### config.mk
export PLATFORM = sky130hd
export DESIGN_NAME = de_scoreboard
export DESIGN_NICKNAME = d
export VERILOG_FILES = /design/src/rtl/de_scoreboard.sv
export SDC_FILE = /design/constraint.sdc
export NUM_CORES = 1
export LEC_CHECK = 0
export ABC_AREA = 1
export BUFFER_PORTS_ARGS = -buffer_cell sky130_fd_sc_hd__buf_2
export CORE_MARGIN = 2
export CORE_UTILIZATION = 66
export CTS_CLUSTER_DIAMETER = 100
export DETAILED_ROUTE_END_ITERATION = 7
export PLACE_DENSITY = 0.95
export SKIP_CTS_REPAIR_TIMING = 1
export SLEW_MARGIN = 30
export SYNTH_ARGS = -nofsm -noshare
export SYNTH_HDL_FRONTEND = slang
export SYNTH_SLANG_ARGS = --single-unit
### constraint.sdc
create_clock -name clk -period 7.9 [get_ports clk]
set_input_delay 0.79 -clock clk [delete_from_list [all_inputs] [get_ports clk]]
set_output_delay 0.79 -clock clk [all_outputs]
set_load 0.02 [all_outputs]
### src/rtl/de_scoreboard.sv
// Decode-side register scoreboard: tracks in-flight writes from DE issue to WB retire and stalls DE on RAW/WAW hazards.
// Optional SB_STALL_CNT_EN adds a saturating 32-bit stall-cycle counter output sb_stall_cnt.
module de_sb_slot #(
  parameter int CNT_BITS = 2
) (
  input  logic                clk,
  input  logic                reset,
  input  logic                inc,
  input  logic                wb_hit,
  output logic [CNT_BITS-1:0] cnt,
  output logic                busy,
  output logic                underflow
);
  logic [CNT_BITS-1:0] cnt_q, cnt_d;
  logic                busy_q, busy_d;
  logic                dec;

  always_comb begin
    dec       = wb_hit & (cnt_q != '0);
    underflow = wb_hit & (cnt_q == '0);
    cnt_d     = cnt_q + CNT_BITS'(inc) - CNT_BITS'(dec);
    busy_d    = (cnt_d != '0);
  end

  always_ff @(posedge clk or negedge reset) begin
    if (!reset) begin
      cnt_q  <= '0;
      busy_q <= 1'b0;
    end else begin
      cnt_q  <= cnt_d;
      busy_q <= busy_d;
    end
  end

  assign cnt  = cnt_q;
  assign busy = busy_q;
endmodule

module de_scoreboard #(
  parameter int NREGS    = 32,
  parameter int REGBITS  = 5,
  parameter int CNT_BITS = 2
) (
  input  logic               clk,
  input  logic               reset,
  input  logic               de_valid,
  input  logic [REGBITS-1:0] de_rs1,
  input  logic               de_rs1_used,
  input  logic [REGBITS-1:0] de_rs2,
  input  logic               de_rs2_used,
  input  logic [REGBITS-1:0] de_rd,
  input  logic               de_wr_reg,
  input  logic               agex_br_redirect,
  input  logic               wb_wr_en,
  input  logic [REGBITS-1:0] wb_rd,
  output logic               stall_DE,
  output logic               issue_DE,
  output logic [NREGS-1:0]   busy_vec,
`ifdef SB_STALL_CNT_EN
  output logic [31:0]        sb_stall_cnt,
`endif
  output logic               sb_error
);
  localparam logic [CNT_BITS-1:0] CNT_MAX = '1;
  localparam logic [CNT_BITS-1:0] CNT_ONE = CNT_BITS'(1);

  logic [NREGS-1:0][CNT_BITS-1:0] cnt;
  logic [NREGS-1:0]               wb_hit, inc, uflow;
  logic                           rs1_pend, rs2_pend, raw, waw;
  logic                           sb_error_q, sb_error_d;

  // Register 0 is hardwired zero: no slot, never busy, never retires.
  assign cnt[0]      = '0;
  assign busy_vec[0] = 1'b0;
  assign uflow[0]    = 1'b0;

  always_comb begin
    wb_hit = '0;
    inc    = '0;
    for (int r = 1; r < NREGS; r++) begin
      wb_hit[r] = wb_wr_en & (wb_rd == REGBITS'(r));
      inc[r]    = issue_DE & de_wr_reg & (de_rd == REGBITS'(r));
    end
  end

  genvar g;
  generate
    for (g = 1; g < NREGS; g++) begin : g_slot
      de_sb_slot #(.CNT_BITS(CNT_BITS)) u_slot (
        .clk       (clk),
        .reset     (reset),
        .inc       (inc[g]),
        .wb_hit    (wb_hit[g]),
        .cnt       (cnt[g]),
        .busy      (busy_vec[g]),
        .underflow (uflow[g])
      );
    end
  endgenerate

  // A same-cycle retire counts as resolved since the register file writes before read.
  always_comb begin
    rs1_pend   = de_rs1_used & (cnt[de_rs1] != '0) & ~(wb_hit[de_rs1] & (cnt[de_rs1] == CNT_ONE));
    rs2_pend   = de_rs2_used & (cnt[de_rs2] != '0) & ~(wb_hit[de_rs2] & (cnt[de_rs2] == CNT_ONE));
    raw        = rs1_pend | rs2_pend;
    waw        = de_wr_reg & (de_rd != '0) & (cnt[de_rd] == CNT_MAX) & ~wb_hit[de_rd];
    stall_DE   = de_valid & ~agex_br_redirect & (raw | waw);
    issue_DE   = de_valid & ~agex_br_redirect & ~stall_DE;
    sb_error_d = sb_error_q | (|uflow);
  end

  always_ff @(posedge clk or negedge reset) begin
    if (!reset) sb_error_q <= 1'b0;
    else        sb_error_q <= sb_error_d;
  end
  assign sb_error = sb_error_q;

`ifdef SB_STALL_CNT_EN
  logic [31:0] stall_cnt_q, stall_cnt_d;

  always_comb begin
    stall_cnt_d = stall_cnt_q;
    if (stall_DE && stall_cnt_q != 32'hFFFF_FFFF) stall_cnt_d = stall_cnt_q + 32'd1;
  end

  always_ff @(posedge clk or negedge reset) begin
    if (!reset) stall_cnt_q <= '0;
    else        stall_cnt_q <= stall_cnt_d;
  end
  assign sb_stall_cnt = stall_cnt_q;
`endif
endmodule

After elaboration in Yosys (flattened, before gate mapping)
Index checks and enable logic that the tools add are counted.

Output and inout port bits: 35. Input port bits: 28. Logic and storage cells: 447. Register bits after elaboration: 94.

Muxes and demuxes: 12. Add/sub/neg operators: 62. Equality and inequality tests: 65. Magnitude comparators: 3. Bitwise gates (word level): 145. Reduce and logical (&&, ||, !) cells: 97.

Operator list (number): == test 5 bit, second input constant (32); AND 1 bit (137); nonzero test 2 bit (64); == test 5 x 4 -> 1 bit, second input constant (16); adder 2 x 1 -> 2 bit (31); zero test 2 bit (31); subtractor 2 x 1 -> 2 bit (31); == test 5 x 3 -> 1 bit, second input constant (8); OR reduction 31 bit (1); binary-select mux 2 bit (select 5 bit) (3); == test 5 x 2 -> 1 bit, second input constant (4); < comparator 5 x 6 -> 1 bit, second input constant (3); binary-select mux 1 bit (select 5 bit) (3); == test 5 x 1 -> 1 bit, second input constant (2); two-way mux 2 bit (3); inverter 1 bit (5); nonzero test 5 bit (1); == test 2 x 1 -> 1 bit, second input constant (2); two-way mux 1 bit (3); bitwise OR 1 bit (3); == test 2 bit, second input constant (1).

Longest topological paths before layout
Gate-level depths: netlist of the first run.

Word-level depth: 17. Depth in mapped cells: 24. Gate-level depth less buffers: 21.

Hierarchy
Synthesis of the first run repeated with hierarchy kept, for this count alone.

Cell total of the unflattened synthesis: 1505. Area total of the unflattened synthesis: 8869.8 µm².

Modules (own cells, without submodules): de_sb_slot (cells an instance 22, instances 31, sequential area each 75.1 µm², area each 170.2 µm²); de_scoreboard (cells an instance 823, instances 1, sequential area each 25.0 µm², area each 3594.7 µm²).

Worst setup path after synthesis of the first run
OpenSTA, ideal clock, no wires.

Path kind: input-to-reg. Start: input de_rd[0]. End: register g_slot[11].u_slot.busy_q. Data arrival time: 3313 ps. Stages: 21. Path slack: 4460 ps. Buffers on the path: 3. Required time: 7773 ps. Cell sequence: buf_2 buf_6 nor2_2 nand2_1 nor2_1 nor2_1 nand2_1 nor2_1 nand3_1 nand2_1 nand2_1 nand3_2 nor2_4 buf_6 nand4_1 ha_1 inv_1 ha_1 xnor2_1 xor2_1 or2_2.

Cells in the longest elaborated chain, start to end: 14.

Ends and longest elaborated chain: start, declared (line 51) `input logic [REGBITS-1:0] de_rd,`; binary-select mux 2 bit (select 5 bit) (line 106) `waw = de_wr_reg & (de_rd != '0) & (cnt[de_rd] == CNT_MAX) & ~wb_hit[de_rd];`; two-way mux 2 bit (implied by the code) (line 106); == test 2 bit (line 106); AND 1 bit (2 in series) (line 106); bitwise OR 1 bit (line 107) `stall_DE = de_valid & ~agex_br_redirect & (raw | waw);`; AND 1 bit (line 107); inverter 1 bit (line 108) `issue_DE = de_valid & ~agex_br_redirect & ~stall_DE;`; AND 1 bit (line 108); AND 1 bit (line 82) `inc[r] = issue_DE & de_wr_reg & (de_rd == REGBITS'(r));`; AND 1 bit * (line 82); adder 2 x 1 -> 2 bit * (line 21) `cnt_d = cnt_q + CNT_BITS'(inc) - CNT_BITS'(dec);`; subtractor 2 x 1 -> 2 bit * (line 21); net g_slot[11].u_slot.cnt_d[1] (line 14) `logic [CNT_BITS-1:0] cnt_q, cnt_d;`; nonzero test 2 bit * (line 22) `busy_d = (cnt_d != '0);`; net g_slot[11].u_slot.busy_d (line 15) `logic busy_q, busy_d;`; end signal, assigned (line 31) `busy_q <= busy_d;`; end, declared (line 15).

The timed path passes the listed nets; every way through them passes the cells marked *. The select of a mux whose other input is x is not followed.

Final worst setup path of the first run
Start: input de_rs2[0]. End: register g_slot[15].u_slot.busy_q.

Cells in the longest elaborated chain, start to end: 16.

Ends and longest elaborated chain: start, declared (line 49) `input logic [REGBITS-1:0] de_rs2,`; binary-select mux 2 bit (select 5 bit) (line 104) `rs2_pend = de_rs2_used & (cnt[de_rs2] != '0) & ~(wb_hit[de_rs2] & (cnt[de_rs2] == CNT_ONE));`; two-way mux 2 bit (implied by the code) (line 104); == test 2 x 1 -> 1 bit (line 104); AND 1 bit (line 104); inverter 1 bit (line 104); AND 1 bit * (line 104); bitwise OR 1 bit * (line 105) `raw = rs1_pend | rs2_pend;`; bitwise OR 1 bit * (line 107); AND 1 bit * (line 107); inverter 1 bit * (line 108); AND 1 bit * (line 108); AND 1 bit * (2 in series) (line 82); adder 2 x 1 -> 2 bit * (line 21); subtractor 2 x 1 -> 2 bit * (line 21); net g_slot[15].u_slot.cnt_d[1] (line 14); nonzero test 2 bit * (line 22); net g_slot[15].u_slot.busy_d (line 15); end signal, assigned (line 31); end, declared (line 15).

Marks and branches as above.

==> results of run 1 <==
==> layout make-up <==
type | count | area share [%]
Inverter | 122 | 5.294
Clock inverter | 5 | 0.4774
Tap cell | 168 | 2.430
Clock buffer | 11 | 2.806
Timing Repair Buffer | 65 | 3.906
Sequential cell | 94 | 27.20
Multi-Input combinational cell | 927 | 57.89
==> kinds of logic after synthesis <==
kind of cell,after synthesis
buffers and inverters,202
DFF,94
xor gates and xnor gates,62
and+or+nand+nor,704
AOI/OAI and AO/OA,98
other,1
adders and majority gates,62
==> per-stage QoR <==
stage	hold WS, ns	util [%]
floorplan	0.4944	-
global placement	0.5602	68.74
detailed placement	0.5685	68.79
CTS	0.4306	71.12
global route	0.4727	71.12
finish	0.4120	71.12
==> power groups by stage <==
| stage | combinational, W | sequential (W) | clock, W |
|---|---|---|---|
| global route | 0.000934 | 0.000902 | 0.000445 |
| global placement | 0.000802 | 0.000876 | 0 |
| CTS | 0.000832 | 0.000871 | 0.000426 |
| finish | 0.000854 | 0.000882 | 0.000426 |
| detailed placement | 0.000829 | 0.000876 | 0 |
| floorplan | 0.000682 | 0.000811 | 0 |
==> worst paths after layout <==
path	to	slack, ns	from	depth (start not counted)
worst max-delay path	g_slot[15].u_slot.busy	2.49	de_rs2[0]	20
worst min-delay path	g_slot[7].u_slot.cnt[0]	0.41	reset	1
worst max register to register	g_slot[15].u_slot.busy	4.07	g_slot[6].u_slot.cnt[0]	18
worst min register to register	g_slot[2].u_slot.cnt[0]	0.60	g_slot[2].u_slot.cnt[0]	1
max in group asynchronous	g_slot[28].u_slot.busy	6.44	reset	2
min in group clk	g_slot[2].u_slot.cnt[0]	0.60	g_slot[2].u_slot.cnt[0]	1
==> per-layer routing <==
layer  up-vias  global-route usage [%]  part of all wire, %
met3       228                   12.92                   15
met1      3950                   58.43                   36
met4         0                   28.73                  8.2
met5         -                       0                    0
li1       3948                       -                    -
met2       790                   68.54                   41
==> cell usage in the layout, fill, tap and decap left out, types with 4 or more instances in the layout <==
cell type  instances
nand2_1          337
nor2_1           113
inv_1            110
nand3_1          109
dfrtp_1           94
ha_1              62
buf_2             60
nor3_1            47
xnor2_1           43
nand4_1           42
a21oi_1           38
or2_2             31
o21ai_0           23
o211ai_1          22
xor2_1            19
nor2_2            13
clkbuf_16          9
inv_2              6
clkinv_1           6
buf_4              5
nor4_1             4
==> worst reg2reg max path: cells and delay by family, from the launching register on <==
family                     cells  cell delay (ns)
and+or+nand+nor                6             1.65
adders and majority gates      2             0.55
buffers and inverters          3             0.19
AOI/OAI and AO/OA              5             0.57
xor gates and xnor gates       2             0.29
DFF                            1             0.44
==> state kept, by name (all words and copies together), names as in the netlist <==
signal / cells
g_slot.u_slot.cnt: 62
sb_error: 1
g_slot.u_slot.busy: 31
==> results.txt, run 1 <==
* Outcome: finished, violations left
* Failing checks: DRC
- The share of total power dissipated in combinational logic is 39.5%.
- The biggest area contributor in the post-synthesis netlist is dfrtp_1.
- Die extent in y: 116.1 um
- Max transition margin: 29.36%
- Synthesis inferred 94 register bits.
- Counting the buffers created by CTS gives 9.
* Slew @ Worst Pin: 1.056 ns
- Adder-Cell Fraction of Synth Area: 9.347%
- The initial antenna violation count was 0.
- Compound-gate portion of the synthesized area: 7.071%
* Post-layout nets: 1309
* Clk_skew: 0.006123 ns
* Total die area: 13490 sq um
- Unrepaired setup endpoints after global routing: false
- Fraction of post-synthesis cell area in the top cell type by area: 28.34%
- Net count after synthesis: 1313
* Clock slew at the register clock pins of the worst setup and hold paths: 0.07 ns
- DR iter-0 viols: 1600
* Cell Area, Placed: 8366 sq um
* Hold crit path type: primary input to asynchronous set/reset pin
- Along the worst path, the maximum fanout reaches 36.
- On the worst path, the slowest cell contributes a delay of 0.89 ns.
- Number of pins exceeding their max-slew limit in the final report: 0
* Combinational family with the most area after synthesis: simple AND/OR/NAND/NOR gates
- Net switching is 45.13% of the power.
- Layout cells sized above 1: 11.11%
- Area used by multi-input combinational logic: 5007 sq um
- Most instantiated library cell after synthesis: nand2_1
- Number of synthesized flops with an enable pin: 0
- Setup slack closes at 2.486 ns.
- Of the total synthesized cell area, the portion taken by AND, OR, NAND and NOR gates is 37.24%.
- Predominant post-synthesis flop cell: dfrtp_1
* Crit-path slowest cell: nor2_2
- Summing all flip-flop and latch instances after layout gives 2352 sq um.
- Crit path capture type: flop
- The count of nets left with antenna violations once routing finished came out at 0.
- Once the floorplan was initialized, standard cells occupied 68.24% of the core.
- Synthesized area per cell: 6.786 sq um
- For this run the aggregate overflow at the end of global routing stands at 0.
* Worst supply voltage drop on vdd: 188.4 uV
- Post-synth ARST share: 100.0%
- Boundary pin count: 63
- Summing the areas of all xor and xnor instances in the mapped netlist gives 6.543% of the synthesized area.
- The H-tree generated during clock tree synthesis spans 3 levels.
- Setup crit start kind: primary input
- At the worst endpoint, the required time is 8.15 ns.
- Number of search-and-repair iterations in the first detailed-routing pass: 8
- The floorplan has 40 rows.
- Filler Cells Inserted: 1047
* Setup violation total in the final timing report: 0
* Wire length of the first global-routing pass: 45970 um
- Count of antenna diodes in the layout: 0
- Pin count of the biggest net entering global routing: 50
* Dominant cell type by count on the critical path: nand2_1
- Instance count of the mapped netlist: 1223
* Via count: 8916
- Worst path buffer plus inverter count: 4
- Series of cell instances along the critical path: buf_2 > inv_2 > nor2_2 > inv_2 > nor2_1 > nor2_1 > nand2_1 > nand3_1 > nand2_1 > nand2_1 > nand3_1 > nand3_2 > nor2_4 > nand4_1 > ha_1 > inv_1 > ha_1 > xnor2_1 > xor2_1 > or2_2
- Across the run, the number of max-cap violations was 0.
* Maximum clock path buffer count: 2
* Wire per inst: 21.25 um
* Total global-route track usage: 45.72%
* Final period util: 68.53%
* Worst-skew pair later-pin latency: 0.36 ns
- For this run, the top clock speed supported by timing is 184.7 MHz.
* Part of the total power dissipated in sequential elements: 40.8%
* DPL Wire Length: 21190 um
- Area of the mapped netlist: 8299 sq um
- The tree is rooted in a clkbuf_16.
- Final cell count without fillers: 1392
* Number of buffer cells added on primary ports: 61
- In this run the standard cell core region covers 12160 sq um.
* Post-Place Setup Slack: 2.446 ns
* Biggest area contributors in the synthesized netlist: dfrtp_1 (28%), nand2_1 (15%), ha_1 (9.3%)
- From left edge to right edge, the die measures 116.1 um.
- For this design, the sink count on the clock tree is 94.
- Data arrives at the worst endpoint at 5.66 ns.
- Cell internal power was estimated by the tool at 0.001187 W.
* Yosys warning total: 0
- Share of the yosys chip area belonging to registers: 28.34%
* Static leakage: 4.417 nW
* Cell family with most CP delay: simple AND/OR/NAND/NOR gates
* Via count of the first global-routing pass: 8512
- Top cells by instance count after synthesis: nand2_1 (337), nor2_1 (116), inv_1 (110)
- DP Cell Count: 1376
* Setup TNS after final layout: 0 ns
* Final wirelength: 29580 um
* Min Tclk post-route: 5.414 ns
* Pwr per Cell Area: 250.0 nW/um^2
- Share of synthesized area spent on multiplexers: 0%
- Routed vias/inst: 6.405
- TritonCTS built the clock tree.
- Cell area after layout: 8650 sq um
- In this run, distinct cell masters in the synthesized netlist total 37.
- From synthesis to final layout, the design area changed by 4.221%.
- Total net switching power: 0.0009760 W
- Of the total power, the clock network draws 19.7%.
* Final hold viol count: 0
- Remaining design rule violation count: 24
- CP Class: primary input to flop
- RD Place Congestion: 1.169
- Total chip power: 0.002163 W
Power figures use the tool's default switching activity.
==> inputs of run 2 (changes only) <==
- CORE_UTILIZATION: 66 -> 62
- PLACE_DENSITY: 0.95 -> 0.91
- clock period: 7.9 -> 5.2 ns (I/O delays scaled with it)
==> run 2 against run 1 <==
  * The run now ends clean
  * Setup slack got worse by 1.7 ns
  * Critical path depth is the same
  * Global-route usage is 1.2 points lower
  * Sequential share of layout area down 0.76 points
  * Sequential power rose by 53%
  * Combinational power up 57%
  * Flip-flop and latch count stayed put
  * First-iteration DRC count decreased by 6.6%
  * Core utilization fell by 3.4 points
  * Non-clock buffer count grew 29
  * Design area up 2.9%
  * Critical endpoint is now g_slot[8].u_slot.busy
==> results.txt, run 2 (same netlist as run 1, synthesis figures left out) <==
- Outcome: finished, final reports clean (was finished, violations left)
- The number of optimization iterations in the first detailed-route pass came to 6 (was 8).
* Worst-skew pair later-pin latency: 0.36 ns (about the same)
- Initial antenna violation count: 1 (was 0)
* Routed vias/inst: 6.378 (was 6.405)
* Count of antenna diodes in the layout: 0 (unchanged)
- The clock net sink count came to 94 (unchanged).
* Setup crit start kind: primary input (unchanged)
- The initial core utilization was 63.17% (was 68.24%).
* Setup TNS after final layout: 0 ns (unchanged)
* DR iter-0 viols: 1494 (was 1600)
- Cell Area, Placed: 8588 sq um (was 8366 sq um)
- The residual antenna-violating net count after detailed routing was 0 (unchanged).
- Final wirelength: 31260 um (was 29580 um)
- CTS Buf Count: 9 (unchanged)
- Remaining design rule violation count: 0 (was 24)
- Number of pins exceeding their max-slew limit in the final report: 0 (unchanged)
- The final design utilization is 67.72% (was 71.12%).
- The sort of element at the end of the critical path was a flop (unchanged).
- The placeable core area was 13140 sq um (was 12160 sq um).
- The total buffers and inverters traversed by the critical path is 3 (was 4).
- Arrival time at the worst endpoint: 4.65 ns (was 5.66 ns)
- The total count of hold-check failures in the final report is 0 (unchanged).
* Commonest cells after routing, fill and taps aside: nand2_1 (337), nor2_1 (115), inv_1 (110) (was nand2_1 (337), nor2_1 (113), inv_1 (110))
* Max transition margin: 30.64% (was 29.36%)
* Leading cell type in the layout, fill and taps excluded: nand2_1 (unchanged)
* DPL Wire Length: 23220 um (was 21190 um)
- Crit. path cell count: 20 (unchanged)
* Via count: 9102 (was 8916)
* Static leakage: 4.567 nW (was 4.417 nW)
- The weighted congestion at the end of routability-driven global placement was 1.096 (was 1.169).
- Layout cells sized above 1: 12.95% (was 11.11%)
- Final period util: 84.97%
- Number of standard-cell rows in the floorplan: 42 (was 40)
- Setup ws final: 0.7814 ns (was 2.486 ns)
* Worst slack on hold paths: 0.1464 ns (was 0.4120 ns)
- The cell at the root of the clock tree was clkbuf_16 (unchanged).
* Wire per inst: 21.91 um (was 21.25 um)
* Worst supply voltage drop on vdd: 322.6 uV (was 188.4 uV)
* Slew @ Worst Pin: 1.014 ns (was 1.056 ns)
- CTS H-Tree Depth: 3 (unchanged)
- The total die area is 14330 sq um (was 13490 sq um).
- Largest register FFs: 62 (unchanged)
* Max Cap Violations: 0 (unchanged)
* Setup violation total in the final timing report: 0 (unchanged)
- The worst-case clock skew was 0.01143 ns (was 0.006123 ns).
- The class of the worst hold path is primary input to asynchronous set/reset pin (unchanged).
* Cell family with most CP delay: simple AND/OR/NAND/NOR gates (unchanged)
- The height of the die came to 119.7 um (was 116.1 um).
- Horizontal die dimension: 119.7 um (was 116.1 um)
- The global-route usage over all layers was 44.57% (was 45.72%).
- The count of port buffers added during placement is 61 (unchanged).
- The worst setup slack before clock tree synthesis is 0.6430 ns (was 2.446 ns).
* Unrepaired setup endpoints after global routing: false (unchanged)
- The cell seen most often among critical-path stages is nand2_1 (unchanged).
* Series of cell instances along the critical path: buf_2 > inv_1 > nor2_1 > nand2_1 > nand2_1 > nand3_1 > nand2_1 > nand3_1 > nand2_1 > nand2_1 > nand3_1 > nand3_2 > nor2_4 > nand4_1 > ha_1 > inv_1 > ha_1 > xnor2_1 > xor2_1 > or2_2 (was buf_2 > inv_2 > nor2_2 > inv_2 > nor2_1 > nor2_1 > nand2_1 > nand3_1 > nand2_1 > nand2_1 > nand3_1 > nand3_2 > nor2_4 > nand4_1 > ha_1 > inv_1 > ha_1 > xnor2_1 > xor2_1 > or2_2)
- Post-layout nets: 1338 (was 1309)
* Syn-to-layout area delta: 7.206% (was 4.221%)
- The final instance area is 8897 sq um (was 8650 sq um).
- Wire length of the first global-routing pass: 48500 um (was 45970 um)
- Remaining Overflow, GRT: 0 (unchanged)
- Boundary pin count: 63 (unchanged)
- The maximum number of pins on one net before global-route repair came to 53 (was 50).
* Crit-path slowest cell: nor2_1 (was nor2_2)
- The TritonCTS clock tree is yes (unchanged).
- Maximum fanout along the worst path: 32 (was 36)
* Pwr per Cell Area: 383.4 nW/um^2 (was 250.0 nW/um^2)
- Min Tclk post-route: 4.419 ns
- Via count of the first global-routing pass: 8775 (was 8512)
- The maximum buffer depth of the clock tree is 2 (unchanged).
- For this run, the top clock speed supported by timing is 226.3 MHz.
- The depth of the worst register-to-register path is 20 (was 18).
- The highest cell delay on the worst timing path was 0.74 ns (was 0.89 ns).
- The post-CTS clock slew at the launch and capture registers of the worst setup and hold paths came to 0.07 ns (about the same).
- The required time reported for the critical path endpoint came to 5.43 ns (was 8.15 ns).
- CP Class: primary input to flop (unchanged)
run 2: area by class of cell:
type | instances | area, sq um
Clock inverter | 5 | 83.83
Timing Repair Buffer | 94 | 555.5
Fill cell | 1205 | 4240
Multi-Input combinational cell | 927 | 5002
Clock buffer | 9 | 225.2
Inverter | 122 | 457.9
Sequential cell | 94 | 2352
Tap cell | 176 | 220.2
run 2: power by group:
group          internal (W)  switching (W)
clock              0.000418       0.000299
combinational      0.000452       0.000887
sequential          0.00103       0.000329
total               0.00189        0.00152
run 2: metrics by stage:
step	power (W)	std cells
2_1_floorplan	0.002267	1223
3_3_place_gp	0.002588	1413
3_5_place_dp	0.002633	1413
4_1_cts	0.003357	1427
5_1_grt	0.003574	1427
6_report	0.003411	1427
run 2: path summary, 6_finish.rpt:
check / startpoint / to / slack (ns)
worst max-delay path: wb_wr_en / g_slot[8].u_slot.busy / 0.78
min in group clk: g_slot[19].u_slot.cnt[0] / g_slot[19].u_slot.cnt[0] / 0.59
max in group asynchronous: reset / g_slot[28].u_slot.cnt[1] / 3.98
worst max register to register: g_slot[8].u_slot.cnt[1] / g_slot[8].u_slot.busy / 1.43
worst min-delay path: reset / g_slot[4].u_slot.cnt[1] / 0.15
worst min register to register: g_slot[19].u_slot.cnt[0] / g_slot[19].u_slot.cnt[0] / 0.59
run 2: layer usage:
layer	vias up	track usage [%]	share of wire, %
met5	-	0	0.054
met4	2	23.24	5.5
met3	142	11.74	14
met2	760	67.25	43
met1	4194	58.80	37
li1	4004	-	-
run 2: worst reg2reg max path: stages, from the launching register on:
cell     delay (ns)
dfrtp_1        0.42
inv_1          0.16
o21ai_0        0.10
nand2_1        0.07
nand2_1        0.10
nand2_1        0.09
nand2_1        0.06
nor2_1         0.11
nor2_1         0.06
nand3_1        0.10
nand2_1        0.07
nand2_1        0.12
nand3_2        0.11
nor2_4         0.70
nand4_1        0.18
ha_1           0.34
inv_1          0.05
ha_1           0.21
xnor2_1        0.21
xor2_1         0.10
or2_2          0.30
==> inputs of run 3 (changes only) <==
- clock period: 5.2 -> 4.3 ns (I/O delays scaled with it)
==> run 3 against run 2 <==
  * Design area is 0.15% higher
  * Global-route usage is 2.5 points lower
  * Count of clock-buffer cells in the layout did not move
  * First-iteration DRC count increased by 13%
  * Setup slack worse by 0.28 ns
  * Critical path depth increased by 1
  * Core utilization up 0.10 points
  * Register-to-register slack lost 0.40 ns
  * Critical path type unchanged
  * Largest power group unchanged
==> results.txt, run 3 (same netlist as run 1, synthesis figures left out) <==
- The growth of design area from synthesis to finish came to 7.372% (was 7.206%).
* Setup crit start kind: primary input (unchanged)
* Post-Place Setup Slack: 0.3412 ns (was 0.6430 ns)
- The required time reported for the critical path endpoint was 4.55 ns (was 5.43 ns).
- Switching power as a share of total power: 43.62% (was 44.45%)
* Initial Utilization: 63.17% (unchanged)
- The maximum number of pins on one net before global-route repair was 49 (was 53).
* Worst-skew pair later-pin latency: 0.36 ns (about the same)
- After layout, the worst path uses 88.43% of the clock period.
- Remaining design rule violation count: 0 (unchanged)
- The number of vias after detailed routing came to 9129 (was 9102).
* Crit-path slowest cell: nor2_1 (unchanged)
- The highest cell delay on the worst timing path was 0.76 ns (was 0.74 ns).
- The residual antenna-violating net count after detailed routing was 0 (unchanged).
- The number of setup violations in the final report came to 0 (unchanged).
* RD Place Congestion: 1.175 (was 1.096)
* Unrepaired setup endpoints after global routing: false (unchanged)
- Static leakage: 4.579 nW (was 4.567 nW)
- Worst path buffer plus inverter count: 5 (was 3)
* Clk_skew: 0.007235 ns (was 0.01143 ns)
* Leading cell type in the layout, fill and taps excluded: nand2_1 (unchanged)
- The final instance area was 8911 sq um (was 8897 sq um).
- Initial antenna violation count: 0 (was 1)
- The largest fanout of any net on the critical path came to 17 (was 32).
- The placeable core area is 13140 sq um (unchanged).
* Pwr per Cell Area: 458.3 nW/um^2 (was 383.4 nW/um^2)
- Total global-route track usage: 42.07% (was 44.57%)
- Reg-to-reg endpoint: g_slot[17].u_slot.busy (was g_slot[8].u_slot.busy)
- The non-filler instance count after layout came to 1426 (was 1427).
- The deepest level of the CTS H-tree came to 3 (unchanged).
- The slack of the worst reg-to-reg path was 1.03 ns (was 1.43 ns).
- Final wirelength: 29670 um (was 31260 um)
- The max-capacitance violation count is 0 (unchanged).
- Outcome: finished, final reports clean (unchanged).
- Total die area: 14330 sq um (unchanged)
- The worst reg2reg path startpoint is g_slot[5].u_slot.cnt[1] (was g_slot[8].u_slot.cnt[1]).
- Part of the total power dissipated in sequential elements: 40.0% (was 39.7%)
- Horizontal die dimension: 119.7 um (unchanged)
* Via count of the first global-routing pass: 8632 (was 8775)
- CP Class: primary input to flop (unchanged)
- Commonest cells after routing, fill and taps aside: nand2_1 (337), nor2_1 (115), inv_1 (110) (unchanged)
- Cell family with most CP delay: simple AND/OR/NAND/NOR gates (unchanged)
- The mean routed wirelength per cell came to 20.81 um (was 21.91 um).
- The worst-case setup margin in the final layout is 0.4976 ns (was 0.7814 ns).
* Hold crit path type: primary input to asynchronous set/reset pin (unchanged)
* Die extent in y: 119.7 um (unchanged)
* Gate power share: 38.9% (was 39.3%)
- The final-layout worst hold slack is 0.05931 ns (was 0.1464 ns).
* Maximum clock path buffer count: 2 (unchanged)
- The total count of hold-check failures in the final report was 0 (unchanged).
* Number of buffer cells added on primary ports: 61 (unchanged)
* Clock root buffer master: clkbuf_16 (unchanged)
- TritonCTS clock tree: yes (unchanged)
* Worst supply voltage drop on vdd: 356.3 uV (was 322.6 uV)
* Crit path capture type: flop (unchanged)
* Routed vias/inst: 6.402 (was 6.378)
- The proportion of layout cells with a drive suffix above 1 came to 12.88% (was 12.95%).
- Clock sink total: 94 (unchanged)
- Internal power component: 0.002302 W (was 0.001895 W)
* Setup TNS after final layout: 0 ns (unchanged)
- First element of the critical path: wb_wr_en (unchanged)
* Wire length of the first global-routing pass: 46150 um (was 48500 um)
* Remaining Overflow, GRT: 0 (unchanged)
* DR iter-0 viols: 1686 (was 1494)
- Min Tclk post-route: 3.802 ns
* Arrival time at the worst endpoint: 4.05 ns (was 4.65 ns)
- DPL Wire Length: 21500 um (was 23220 um)
- Timing would allow up to 263.0 MHz.
- Series of cell instances along the critical path: buf_2 > inv_1 > nor2_1 > nand2_1 > inv_1 > nand2_1 > nand3_1 > nand2_1 > nand2_1 > nand2_1 > nand2_1 > a21oi_1 > nor2_4 > buf_12 > nand4_1 > ha_1 > inv_1 > ha_1 > xnor2_1 > xor2_1 > or2_2 (was buf_2 > inv_1 > nor2_1 > nand2_1 > nand2_1 > nand3_1 > nand2_1 > nand3_1 > nand2_1 > nand2_1 > nand3_1 > nand3_2 > nor2_4 > nand4_1 > ha_1 > inv_1 > ha_1 > xnor2_1 > xor2_1 > or2_2).
* Max transition margin: 31.57% (was 30.64%)
- The depth of the worst register-to-register path is 19 (was 20).
* Number of pins exceeding their max-slew limit in the final report: 0 (unchanged)
* Total net switching power: 0.001781 W (was 0.001516 W)
- Cell Area, Placed: 8598 sq um (was 8588 sq um)
- The post-CTS clock slew at the launch and capture registers of the worst setup and hold paths is 0.07 ns (about the same).
* Number of search-and-repair iterations in the first detailed-routing pass: 8 (was 6)
* Boundary pin count: 63 (unchanged)
- Largest register FFs: 62 (unchanged)
- Filler Cells Inserted: 1176 (was 1205)
- The total number of nets in the final design was 1336 (was 1338).
- CTS Buf Count: 9 (unchanged)
* DP Cell Count: 1411 (was 1413)
- The clock share of power is 21.2% (was 21.0%).
- The total number of placement rows came to 42 (unchanged).
* Crit path capture: g_slot[17].u_slot.busy (was g_slot[8].u_slot.busy)
- Crit. path cell count: 21 (was 20)
- Slew @ Worst Pin: 1.023 ns (was 1.014 ns)
- Count of antenna diodes in the layout: 0 (unchanged)
* Dominant cell type by count on the critical path: nand2_1 (unchanged)
run 3: cell count changes in the layout (fill, tap and decap cells not counted), sizes merged:
cell,before,now
inv,117,116
clkinvlp,2,0
buf,94,92
clkinv,6,10
run 3: how the worst min path moves through the flow:
stage                      from                      to
after floorplan           reset  g_slot[10].u_slot.busy
after global placement    reset   g_slot[7].u_slot.busy
after detailed placement  reset   g_slot[7].u_slot.busy
after CTS                 reset   g_slot[7].u_slot.busy
after global routing      reset   g_slot[7].u_slot.busy
final                     reset   g_slot[7].u_slot.busy
run 3: final cells by class:
class / count / area [sq um] / area share (%)
inverter: 122 / 457.9 / 5.139
tap: 176 / 220.2 / 2.471
multi-input combinational: 927 / 5002 / 56.14
timing repair buffer: 92 / 565.5 / 6.347
sequential: 94 / 2352 / 26.40
clock inverter: 6 / 87.58 / 0.9829
clock buffer: 9 / 225.2 / 2.527
run 3: through the flow:
stage | utilization [%] | power, W
floorplan | - | 0.002742
global placement | 65.45 | 0.003094
detailed placement | 65.45 | 0.003154
CTS | 67.83 | 0.004029
global route | 67.83 | 0.004304
finish | 67.83 | 0.004084
run 3: routing by layer:
layer  wire length [um]  GRT usage [%]  part of all wire (%)  vias to the layer above
li1                   -              -                     -                     3999
met1              10540          53.23                    36                     4052
met2              12240          63.11                    41                      845
met3               4638          14.07                    16                      233
met4               2250          23.53                   7.6                        0
met5                  0              0                     0                        -
run 3: power by group through the flow:
stage | Combinational [W] | Sequential, W | Clock [W]
floorplan | 0.00125 | 0.00149 | 0
finish | 0.00159 | 0.00163 | 0.000864
global placement | 0.00149 | 0.00161 | 0
CTS | 0.00155 | 0.00161 | 0.000873
global route | 0.00173 | 0.00167 | 0.000903
detailed placement | 0.00154 | 0.00162 | 0
